**config.mk**
```make
export PLATFORM = sky130hd
export DESIGN_NAME = alien_fire_scheduler_flat
export DESIGN_NICKNAME = d
export VERILOG_FILES = /design/src/rtl/alien_fire_scheduler_if.sv /design/src/rtl/alien_fire_scheduler.sv /design/src/flat_wrapper.sv
export SDC_FILE = /design/constraint.sdc
export NUM_CORES = 1
export LEC_CHECK = 0
export CELL_PAD_IN_SITES_DETAIL_PLACEMENT = 2
export CELL_PAD_IN_SITES_GLOBAL_PLACEMENT = 2
export CORE_MARGIN = 4
export CORE_UTILIZATION = 28
export DETAILED_ROUTE_END_ITERATION = 8
export PLACE_DENSITY = 0.81
export SYNTH_ARGS = -nofsm -noshare
export SYNTH_HDL_FRONTEND = slang
export SYNTH_SLANG_ARGS = --single-unit
```
**constraint.sdc**
```tcl
create_clock -name clk -period 2.54 [get_ports clk]
set_input_delay 0.508 -clock clk [delete_from_list [all_inputs] [get_ports clk]]
set_output_delay 0.508 -clock clk [all_outputs]
set_load 0.1 [all_outputs]
```
**src/rtl/alien_fire_scheduler_if.sv**
```systemverilog
// Alien fire scheduler bundle: game inputs, matrix read port, launch outputs.
// playerCenterX exists only when AIM_AT_PLAYER_EN is defined.
interface alien_fire_scheduler_if #(
  parameter int SLOTS = 3
);
  logic               startOfFrame;
  logic               enable;
  logic [3:0]         randCol;
  logic [1:0]         randSpeed;
  logic signed [10:0] aliensTLX;
  logic signed [10:0] aliensTLY;
  logic [SLOTS-1:0]   slotActive;
  logic               alienAlive;
  logic [3:0]         colIdx;
  logic [2:0]         rowIdx;
  logic               launch;
  logic [SLOTS-1:0]   launchSlot;
  logic signed [10:0] launchX;
  logic signed [10:0] launchY;
  logic signed [10:0] launchSpeed;
  logic               busy;

`ifdef AIM_AT_PLAYER_EN
  logic signed [10:0] playerCenterX;

  modport master (
    output playerCenterX,
    output startOfFrame, enable, randCol, randSpeed,
    output aliensTLX, aliensTLY, slotActive, alienAlive,
    input  colIdx, rowIdx, launch, launchSlot,
    input  launchX, launchY, launchSpeed, busy
  );

  modport slave (
    input  playerCenterX,
    input  startOfFrame, enable, randCol, randSpeed,
    input  aliensTLX, aliensTLY, slotActive, alienAlive,
    output colIdx, rowIdx, launch, launchSlot,
    output launchX, launchY, launchSpeed, busy
  );
`else
  modport master (
    output startOfFrame, enable, randCol, randSpeed,
    output aliensTLX, aliensTLY, slotActive, alienAlive,
    input  colIdx, rowIdx, launch, launchSlot,
    input  launchX, launchY, launchSpeed, busy
  );

  modport slave (
    input  startOfFrame, enable, randCol, randSpeed,
    input  aliensTLX, aliensTLY, slotActive, alienAlive,
    output colIdx, rowIdx, launch, launchSlot,
    output launchX, launchY, launchSpeed, busy
  );
`endif
endinterface

```
**src/rtl/alien_fire_scheduler.sv**
```systemverilog
// Alien fire scheduler: frame cooldown, bottom-up matrix scan, rocket slot pick.
// Define AIM_AT_PLAYER_EN to start the scan at the column under the player.
module alien_fire_scheduler #(
  parameter int COLS            = 14,
  parameter int ROWS            = 6,
  parameter int SLOTS           = 3,
  parameter int CELL            = 32,
  parameter int COOLDOWN_FRAMES = 15
) (
  input logic                   clk,
  input logic                   reset,
  alien_fire_scheduler_if.slave bus
);
  localparam int CW  = $clog2(COOLDOWN_FRAMES + 1);
  localparam int VW  = $clog2(COLS + 1);
  localparam int CSH = $clog2(CELL);

  localparam logic [2:0] S_IDLE   = 3'd0;
  localparam logic [2:0] S_COOL   = 3'd1;
  localparam logic [2:0] S_SCAN   = 3'd2;
  localparam logic [2:0] S_WAIT   = 3'd3;
  localparam logic [2:0] S_LAUNCH = 3'd4;

  logic [2:0]    r_state;
  logic [CW-1:0] r_cool;
  logic [3:0]    r_col;
  logic [2:0]    r_row;
  logic [VW-1:0] r_visited;
  logic [10:0]   r_x;
  logic [10:0]   r_y;
  logic [10:0]   r_spd;

  logic [2:0]       w_state_nx;
  logic [CW-1:0]    w_cool_nx;
  logic [3:0]       w_col_nx;
  logic [2:0]       w_row_nx;
  logic [VW-1:0]    w_vis_nx;
  logic             w_ld;
  logic             w_free;
  logic [SLOTS-1:0] w_slot;
  logic [3:0]       w_start;
  logic [10:0]      w_lx;
  logic [10:0]      w_ly;
  logic [10:0]      w_spd;

  // lowest clear bit of slotActive, zero when every slot is taken
  assign w_free = ~&bus.slotActive;
  assign w_slot = ~bus.slotActive
                & (bus.slotActive + SLOTS'(1));

`ifdef AIM_AT_PLAYER_EN
  logic signed [11:0] w_diff;
  logic [11:0]        w_q;

  assign w_diff = {bus.playerCenterX[10], bus.playerCenterX}
                - {bus.aliensTLX[10], bus.aliensTLX};
  assign w_q    = w_diff >> CSH;

  always_comb begin
    w_start = '0;
    if (!w_diff[11]) begin
      if (w_q >= 12'(COLS)) w_start = 4'(COLS - 1);
      else                  w_start = w_q[3:0];
    end
  end
`else
  always_comb begin
    w_start = bus.randCol;
    if (bus.randCol >= 4'(COLS))
      w_start = bus.randCol - 4'(COLS);
  end
`endif

  // rocket leaves from the bottom-centre of the alien cell
  assign w_lx = bus.aliensTLX
              + (11'(r_col) << CSH)
              + 11'(CELL / 2);
  assign w_ly = bus.aliensTLY
              + (11'(r_row) << CSH)
              + 11'(CELL);

  always_comb begin
    w_spd = 11'd32;
    unique case (bus.randSpeed)
      2'd0: w_spd = 11'd32;
      2'd1: w_spd = 11'd64;
      2'd2: w_spd = 11'd128;
      2'd3: w_spd = 11'd256;
    endcase
  end

  always_comb begin
    w_state_nx = r_state;
    w_cool_nx  = r_cool;
    w_col_nx   = r_col;
    w_row_nx   = r_row;
    w_vis_nx   = r_visited;
    w_ld       = 1'b0;
    if (!bus.enable) begin
      w_state_nx = S_IDLE;
    end else begin
      unique case (1'b1)
        r_state == S_IDLE: begin
          w_state_nx = S_COOL;
        end
        r_state == S_COOL: begin
          if (r_cool == '0) begin
            if (w_free) begin
              w_col_nx   = w_start;
              w_row_nx   = 3'(ROWS - 1);
              w_vis_nx   = '0;
              w_state_nx = S_SCAN;
            end
          end else if (bus.startOfFrame) begin
            w_cool_nx = r_cool - CW'(1);
          end
        end
        r_state == S_SCAN: begin
          w_state_nx = S_WAIT;
        end
        r_state == S_WAIT: begin
          if (bus.alienAlive) begin
            w_ld       = 1'b1;
            w_state_nx = S_LAUNCH;
          end else if (r_row != '0) begin
            w_row_nx   = r_row - 3'd1;
            w_state_nx = S_SCAN;
          end else begin
            if (r_col == 4'(COLS - 1)) w_col_nx = '0;
            else                       w_col_nx = r_col + 4'd1;
            w_row_nx   = 3'(ROWS - 1);
            w_vis_nx   = r_visited + VW'(1);
            w_state_nx = S_SCAN;
            // every column visited: empty matrix, give up
            if (r_visited == VW'(COLS - 1)) begin
              w_cool_nx  = CW'(COOLDOWN_FRAMES);
              w_state_nx = S_COOL;
            end
          end
        end
        r_state == S_LAUNCH: begin
          w_cool_nx  = CW'(COOLDOWN_FRAMES);
          w_state_nx = S_COOL;
        end
        default: begin
          w_state_nx = S_IDLE;
        end
      endcase
    end
  end

  always_ff @(posedge clk or posedge reset) begin
    if (reset) begin
      r_state   <= S_IDLE;
      r_cool    <= CW'(COOLDOWN_FRAMES);
      r_col     <= '0;
      r_row     <= '0;
      r_visited <= '0;
      r_x       <= '0;
      r_y       <= '0;
      r_spd     <= '0;
    end else begin
      r_state   <= w_state_nx;
      r_cool    <= w_cool_nx;
      r_col     <= w_col_nx;
      r_row     <= w_row_nx;
      r_visited <= w_vis_nx;
      if (w_ld) begin
        r_x   <= w_lx;
        r_y   <= w_ly;
        r_spd <= w_spd;
      end
    end
  end

  assign bus.colIdx      = r_col;
  assign bus.rowIdx      = r_row;
  assign bus.launch      = (r_state == S_LAUNCH) & w_free;
  assign bus.launchSlot  = (r_state == S_LAUNCH) ? w_slot : '0;
  assign bus.launchX     = r_x;
  assign bus.launchY     = r_y;
  assign bus.launchSpeed = r_spd;
  assign bus.busy        = (r_state == S_SCAN)
                         | (r_state == S_WAIT)
                         | (r_state == S_LAUNCH);
endmodule

```
**src/flat_wrapper.sv**
```systemverilog
// flat-port wrapper written by rule: the top's interface ports become plain ports
module alien_fire_scheduler_flat 
#(
  parameter int COLS            = 14,
  parameter int ROWS            = 6,
  parameter int SLOTS           = 3,
  parameter int CELL            = 32,
  parameter int COOLDOWN_FRAMES = 15
)
  (clk, reset, bus_startOfFrame, bus_enable, bus_randCol, bus_randSpeed, bus_aliensTLX, bus_aliensTLY, bus_slotActive, bus_alienAlive, bus_colIdx, bus_rowIdx, bus_launch, bus_launchSlot, bus_launchX, bus_launchY, bus_launchSpeed, bus_busy);
  alien_fire_scheduler_if #(.SLOTS(SLOTS)) bus_i ();
  input logic clk;
  input logic reset;
  input wire logic [$bits(bus_i.startOfFrame)-1:0] bus_startOfFrame;
  input wire logic [$bits(bus_i.enable)-1:0] bus_enable;
  input wire logic [$bits(bus_i.randCol)-1:0] bus_randCol;
  input wire logic [$bits(bus_i.randSpeed)-1:0] bus_randSpeed;
  input wire logic [$bits(bus_i.aliensTLX)-1:0] bus_aliensTLX;
  input wire logic [$bits(bus_i.aliensTLY)-1:0] bus_aliensTLY;
  input wire logic [$bits(bus_i.slotActive)-1:0] bus_slotActive;
  input wire logic [$bits(bus_i.alienAlive)-1:0] bus_alienAlive;
  output wire logic [$bits(bus_i.colIdx)-1:0] bus_colIdx;
  output wire logic [$bits(bus_i.rowIdx)-1:0] bus_rowIdx;
  output wire logic [$bits(bus_i.launch)-1:0] bus_launch;
  output wire logic [$bits(bus_i.launchSlot)-1:0] bus_launchSlot;
  output wire logic [$bits(bus_i.launchX)-1:0] bus_launchX;
  output wire logic [$bits(bus_i.launchY)-1:0] bus_launchY;
  output wire logic [$bits(bus_i.launchSpeed)-1:0] bus_launchSpeed;
  output wire logic [$bits(bus_i.busy)-1:0] bus_busy;
  assign bus_i.startOfFrame = bus_startOfFrame;
  assign bus_i.enable = bus_enable;
  assign bus_i.randCol = bus_randCol;
  assign bus_i.randSpeed = bus_randSpeed;
  assign bus_i.aliensTLX = bus_aliensTLX;
  assign bus_i.aliensTLY = bus_aliensTLY;
  assign bus_i.slotActive = bus_slotActive;
  assign bus_i.alienAlive = bus_alienAlive;
  assign bus_colIdx = bus_i.colIdx;
  assign bus_rowIdx = bus_i.rowIdx;
  assign bus_launch = bus_i.launch;
  assign bus_launchSlot = bus_i.launchSlot;
  assign bus_launchX = bus_i.launchX;
  assign bus_launchY = bus_i.launchY;
  assign bus_launchSpeed = bus_i.launchSpeed;
  assign bus_busy = bus_i.busy;
  alien_fire_scheduler #(.COLS(COLS), .ROWS(ROWS), .SLOTS(SLOTS), .CELL(CELL), .COOLDOWN_FRAMES(COOLDOWN_FRAMES)) u_core (.clk(clk), .reset(reset), .bus(bus_i));
endmodule
```
Word level (Yosys, flattened, before mapping) --
Cells that the tools add are included.
Storage, ports and cells: register bits after elaboration 51, bits of input ports 36, output and inout bits 45, word-level logic and storage cells 90
Operators by class: add/subtract/negate cells 10, order comparisons 1, equality and inequality tests 18, mux-type cells 35, bitwise logic cells 5, reductions and logical operators 13
Operators with widths (count):
- two-way mux 4 bit | 15
- case mux 11 bit (4 select lines) | 1
- two-way mux 3 bit | 10
- case mux 4 bit (2 select lines) | 2
- inequality test 2 bit (second input constant) | 7
- case mux 3 bit (4 select lines) | 1
- case mux 4 bit (3 select lines) | 1
- adder 11 x 5 -> 11 bit (second input constant) | 1
- adder 11 x 6 -> 11 bit (second input constant) | 1
- adder 11 x 8 -> 11 bit | 1
- adder 11 x 9 -> 11 bit | 1
- adder 4 x 1 -> 4 bit (second input constant) | 2
- equality test 4 bit (second input constant) | 2
- AND reduction 7 bit | 1
- equality test 3 x 2 -> 1 bit (second input constant) | 2
- inequality test 3 bit (second input constant) | 2
- case mux 3 bit (2 select lines) | 1
- AND reduction 6 bit | 1
- nonzero test 3 bit | 2
- AND reduction 5 bit | 1
- equality test 2 bit (second input constant) | 2
- >= comparator 4 bit (second input constant) | 1
- zero test 4 bit | 1
- subtractor 4 x 1 -> 4 bit (second input constant) | 1
- other kinds (19) | 22

Logic depth before layout (Yosys ltp) --
Gate-level depths: netlist (run 1).
depth in word-level cells 6, mapped depth 10, gate-level depth less buffers 10

Least setup slack after synthesis (run 1) --
OpenSTA, ideal clock, no wires.
path type flip-flop to output port, from register u_core.r_state[0], to output bus_launchSlot[2], arrival 2.760 ns, data required time 2.032 ns, path slack -0.728 ns, stages on the path, launching flop included 4, buffers on the path 0, path through dfrtp_1 > inv_1 > nand3_1 > nor3_1
Between the ends: longest elaborated chain between the ends 2
Ends and longest elaborated chain:
- start, declared | RTL line alien_fire_scheduler.sv:24 | logic [2:0] r_state;
- start signal, assigned | RTL line alien_fire_scheduler.sv:163 | r_state <= w_state_nx;
- equality test 3 bit | RTL line alien_fire_scheduler.sv:179 | assign bus.launchSlot = (r_state == S_LAUNCH) ? w_slot : '0;
- two-way mux 3 bit | RTL line alien_fire_scheduler.sv:179
- end, declared | RTL line flat_wrapper.sv:25 | output wire logic [$bits(bus_i.launchSlot)-1:0] bus_launchSlot;
No other way between the ends.

Worst setup path after layout (run 1) --
from register u_core.r_state[1], to output bus_launchSlot[1]
Same word-level chain as after synthesis.

==> results of run 1 <==
-- cell usage in the layout (no fill, tap or decap), drive strengths merged, types with 5 or more instances in the layout --
cell type / synthesis / final
ha: 14 / 14
o21ai: 26 / 26
nand3: 11 / 11
nor2: 15 / 15
dfrtp: 40 / 40
buf: 10 / 43
clkbuf: 3 / 5
xnor2: 5 / 5
a21oi: 16 / 16
inv: 16 / 16
nor3: 10 / 10
mux2: 11 / 11
conb: 1 / 7
clkdlybuf4s50: 0 / 35
nand2: 29 / 29
-- layer usage --
layer / vias to the layer above / track usage (%)
li1: 1047 / -
met1: 1112 / 16.49
met2: 56 / 27.24
met3: 6 / 3.234
met4: 0 / 2.849
met5: - / 0
-- path summary, 6_finish.rpt --
check,to,cells past startpoint,slack (ns)
worst min-delay path,u_core.bus.launchY[10],2,0.49
max in group asynchronous,u_core.bus.rowIdx[2],3,1.37
worst max-delay path,bus_launchSlot[1],4,0.33
min in group asynchronous,u_core.bus.launchX[3],2,0.57
worst min register to register,u_core.bus.launchY[10],2,0.49
worst max register to register,u_core.bus.launchY[10],10,0.37
-- where the power goes --
part,internal [mW],switching (mW)
combinational,0.562,1.63
clock,0.492,0.262
sequential,0.901,0.205
total,1.95,2.10
-- registers in the layout (all words and copies together) (netlist names) --
register                count
u_core.r_visited            4
u_core.bus.launchY         11
u_core.bus.rowIdx           3
u_core.r_cool               4
u_core.bus.colIdx           4
u_core.bus.launchSpeed      4
u_core.r_state              3
u_core.bus.launchX         11
-- cell families (layout without fill, tap and decap cells) --
group / count (synthesis) / count (layout) / synth area share [%]
DFF: 44 / 44 / 43.19
AOI/OAI and AO/OA: 63 / 63 / 16.12
adders and majority gates: 16 / 16 / 8.403
xor gates and xnor gates: 9 / 9 / 3.077
muxes: 13 / 13 / 5.618
other: 1 / 7 / 0.1464
buffers and inverters: 29 / 102 / 5.520
and+or+nand+nor: 84 / 84 / 17.93
-- metrics by stage --
stage                     utilization, %  worst slack (ns)  cells  power [mW]
after floorplan                        -           0.01045    265       2.775
after global routing               40.34            0.1872    446       4.271
after CTS                          40.34            0.2894    446       4.099
after global placement             38.53            0.1590    438       3.250
after detailed placement           38.53           0.03173    438       3.321
final                              40.34            0.3260    446       4.050
-- critical path, stage by stage (launching register included) --
cell and delay [ns]:
sky130_fd_sc_hd__dfrtp_1 0.55, sky130_fd_sc_hd__nor3b_2 0.41, sky130_fd_sc_hd__nand2_1 0.12, sky130_fd_sc_hd__nor2_2 0.14
sky130_fd_sc_hd__buf_12 0.19
-- layout make-up --
class / instances / area share, %
flip-flops and latches: 44 / 31.14
well taps: 108 / 3.804
inverters: 16 / 1.691
clock buffers: 5 / 1.937
clock inverters: 3 / 2.536
multi-input cells: 192 / 37.83
repair buffers: 78 / 21.06
==> impl_table.tex, run 1 <==
\begin{tabular}{lr}
\hline
Metric & Value \\
\hline
\multicolumn{2}{l}{\textbf{Critical path}} \\
Setup crit start kind & flip-flop \\
Max FO, Critical Path & 12 \\
Reg2Reg Launch Point & u\_core.bus.rowIdx[0] \\
Crit end category & output port \\
Setup Crit Path Kind & flip-flop to output port \\
Launch point of the critical path & u\_core.r\_state[1] \\
Required time of the critical path & 2.03 ns \\
Arrival time worst endpoint & approximately 1.7 ns \\
\multicolumn{2}{l}{\textbf{Cells and area}} \\
Growth of design area from synthesis to finish & 38.69\% \\
FILL cells & 958 \\
Share of final-layout standard cells stronger than drive strength 1 & 25.44\% \\
Area taken by flip-flops and latches & 0.001106 sq mm \\
Cell area after layout & 0.003552 sq mm \\
\# diodes & 0 \\
Area of combinational cells with multiple inputs & 0.001344 sq mm \\
Post-layout net count & approximately 390 \\
\multicolumn{2}{l}{\textbf{Die}} \\
Die Outline Area & 0.01074 sq mm \\
Starting Density & 29.08\% \\
Placeable core region & 0.008806 sq mm \\
Number of placement rows & 34 \\
Horizontal extent of the die & between 100 and 150 um \\
Floorplan die height & between 100 and 150 um \\
Number of top-level design ports & 81 \\
\multicolumn{2}{l}{\textbf{Routing}} \\
Met1 Routed Length & 3.186 mm \\
Metal3 WL & 324 um \\
Pre-antenna DRT Iters & 4 \\
DRT iter0 DRCs & 60 \\
Highest metal used & met4 \\
Post-DR vias/cell & about 5.0 \\
Average wire length per cell after detail routing & 16.97 um \\
Number of DRC violations after detailed routing & 0 \\
Overall routed net length & 7.569 mm \\
Count of nets left with antenna violations after detail routing & 0 \\
DR vias & 2,221 \\
Sum of met2 wire segment lengths after detailed routing & 4.004 mm \\
\multicolumn{2}{l}{\textbf{STA}} \\
Setup repair after global routing missed its margin & false \\
Highest Clock Rate & approximately 0.45 GHz \\
Hold Worst Slack & between 0.4 and 0.5 ns \\
Final Setup Violations & 0 \\
Measured slew at the worst slew-check pin & 0.5522 ns \\
Final cycle utilization of the critical path & approximately 87\% \\
Accumulated negative setup slack & 0 ns \\
Final worst clock skew & 0.005766 ns \\
Pins over their slew limit & 0 \\
Number of hold-slack violations in the final timing report & 0 \\
Final Critical Period & 2.214 ns \\
Relative max-transition margin & between 60\% and 70\% \\
\multicolumn{2}{l}{\textbf{Clock tree}} \\
Num CTS Buffers & 5 \\
Clock tree from TritonCTS & yes \\
CTS root buf & sky130\_fd\_sc\_hd\_\_clkbuf\_8 \\
Max clock buf depth & 2 \\
Number of levels the H-tree was split into & 2 \\
Number of clock sinks & 44 \\
Post-cts gate resize count & 0 \\
Clock latency at the later pin of the worst-skew pair & 0.30 ns \\
Post-CTS Repair Setup Buffers & 0 \\
Cts hold-fix bufs & 0 \\
Reg clk slew, reported paths & 0.09 ns \\
\multicolumn{2}{l}{\textbf{Synthesis}} \\
Cell count after synthesis & 259 \\
Synth Flop Type & sky130\_fd\_sc\_hd\_\_dfrtp\_1 \\
Ranking of synthesized cells by instance count & sky130\_fd\_sc\_hd\_\_dfrtp\_1, sky130\_fd\_sc\_hd\_\_nand2\_1, sky130\_fd\_sc\_hd\_\_o21ai\_0, sky130\_fd\_sc\_hd\_\_inv\_1 \\
EDFF count, synth & 0 \\
Combined area of all synthesized cells & 0.002561 sq mm \\
Fraction of registers with async set/reset & 100.0\% \\
Library cell with the highest instance count after synthesis & sky130\_fd\_sc\_hd\_\_dfrtp\_1 \\
Cell type with the largest total area after synthesis & sky130\_fd\_sc\_hd\_\_dfrtp\_1 \\
Count of yosys warnings during synthesis & 0 \\
Unique masters post-synth & 53 \\
Top-area cell type share of the netlist area & about two fifths \\
Sequential-to-total area share from yosys stat & between 40 and 50\% \\
Average size of a mapped cell & 9.889 sq um \\
FF+latch count, synth & between 40 and 50 \\
Ranking of synthesized cells by area & sky130\_fd\_sc\_hd\_\_dfrtp\_1, sky130\_fd\_sc\_hd\_\_ha\_1, sky130\_fd\_sc\_hd\_\_o21ai\_0 \\
\multicolumn{2}{l}{\textbf{Outcome}} \\
Outcome & completed \\
\multicolumn{2}{l}{\textbf{Power and ir drop}} \\
Static leakage & 1.606 nW \\
Peak ir drop on the vdd network & just under 800 uV \\
Pwr Density & between 1000 and 1500 mW/mm\^{}2 \\
\multicolumn{2}{l}{\textbf{Placement}} \\
Total placed instance area & 0.003393 sq mm \\
\# port buffers & 73 \\
Dpl hpwl & 5.809 mm \\
RePlAce Congestion & between 0.7 and 0.8 \\
\multicolumn{2}{l}{\textbf{Flow run}} \\
Max\_cap viols & 0 \\
\multicolumn{2}{l}{\textbf{Global routing}} \\
Overflow after GRT & 0 \\
Antenna violations before repair & 0 \\
Total track usage & 14.36\% \\
Global-route wire length before repair & 12.83 mm \\
Number of global-route vias before repair & 2,512 \\
Largest net degree at the start of global routing & 43 \\
\multicolumn{2}{l}{\textbf{Min path}} \\
Worst Hold Class & flip-flop to flip-flop \\
Min-delay src & u\_core.bus.launchY[10] \\
\hline
\end{tabular}
Power figures use the tool's default switching activity.
==> inputs of run 2 (changes only) <==
Settings changed: ABC_CLOCK_PERIOD_IN_PS set to 2540.
==> results of run 2 <==
Final layout, timing and power as in run 1 (identical DEF).
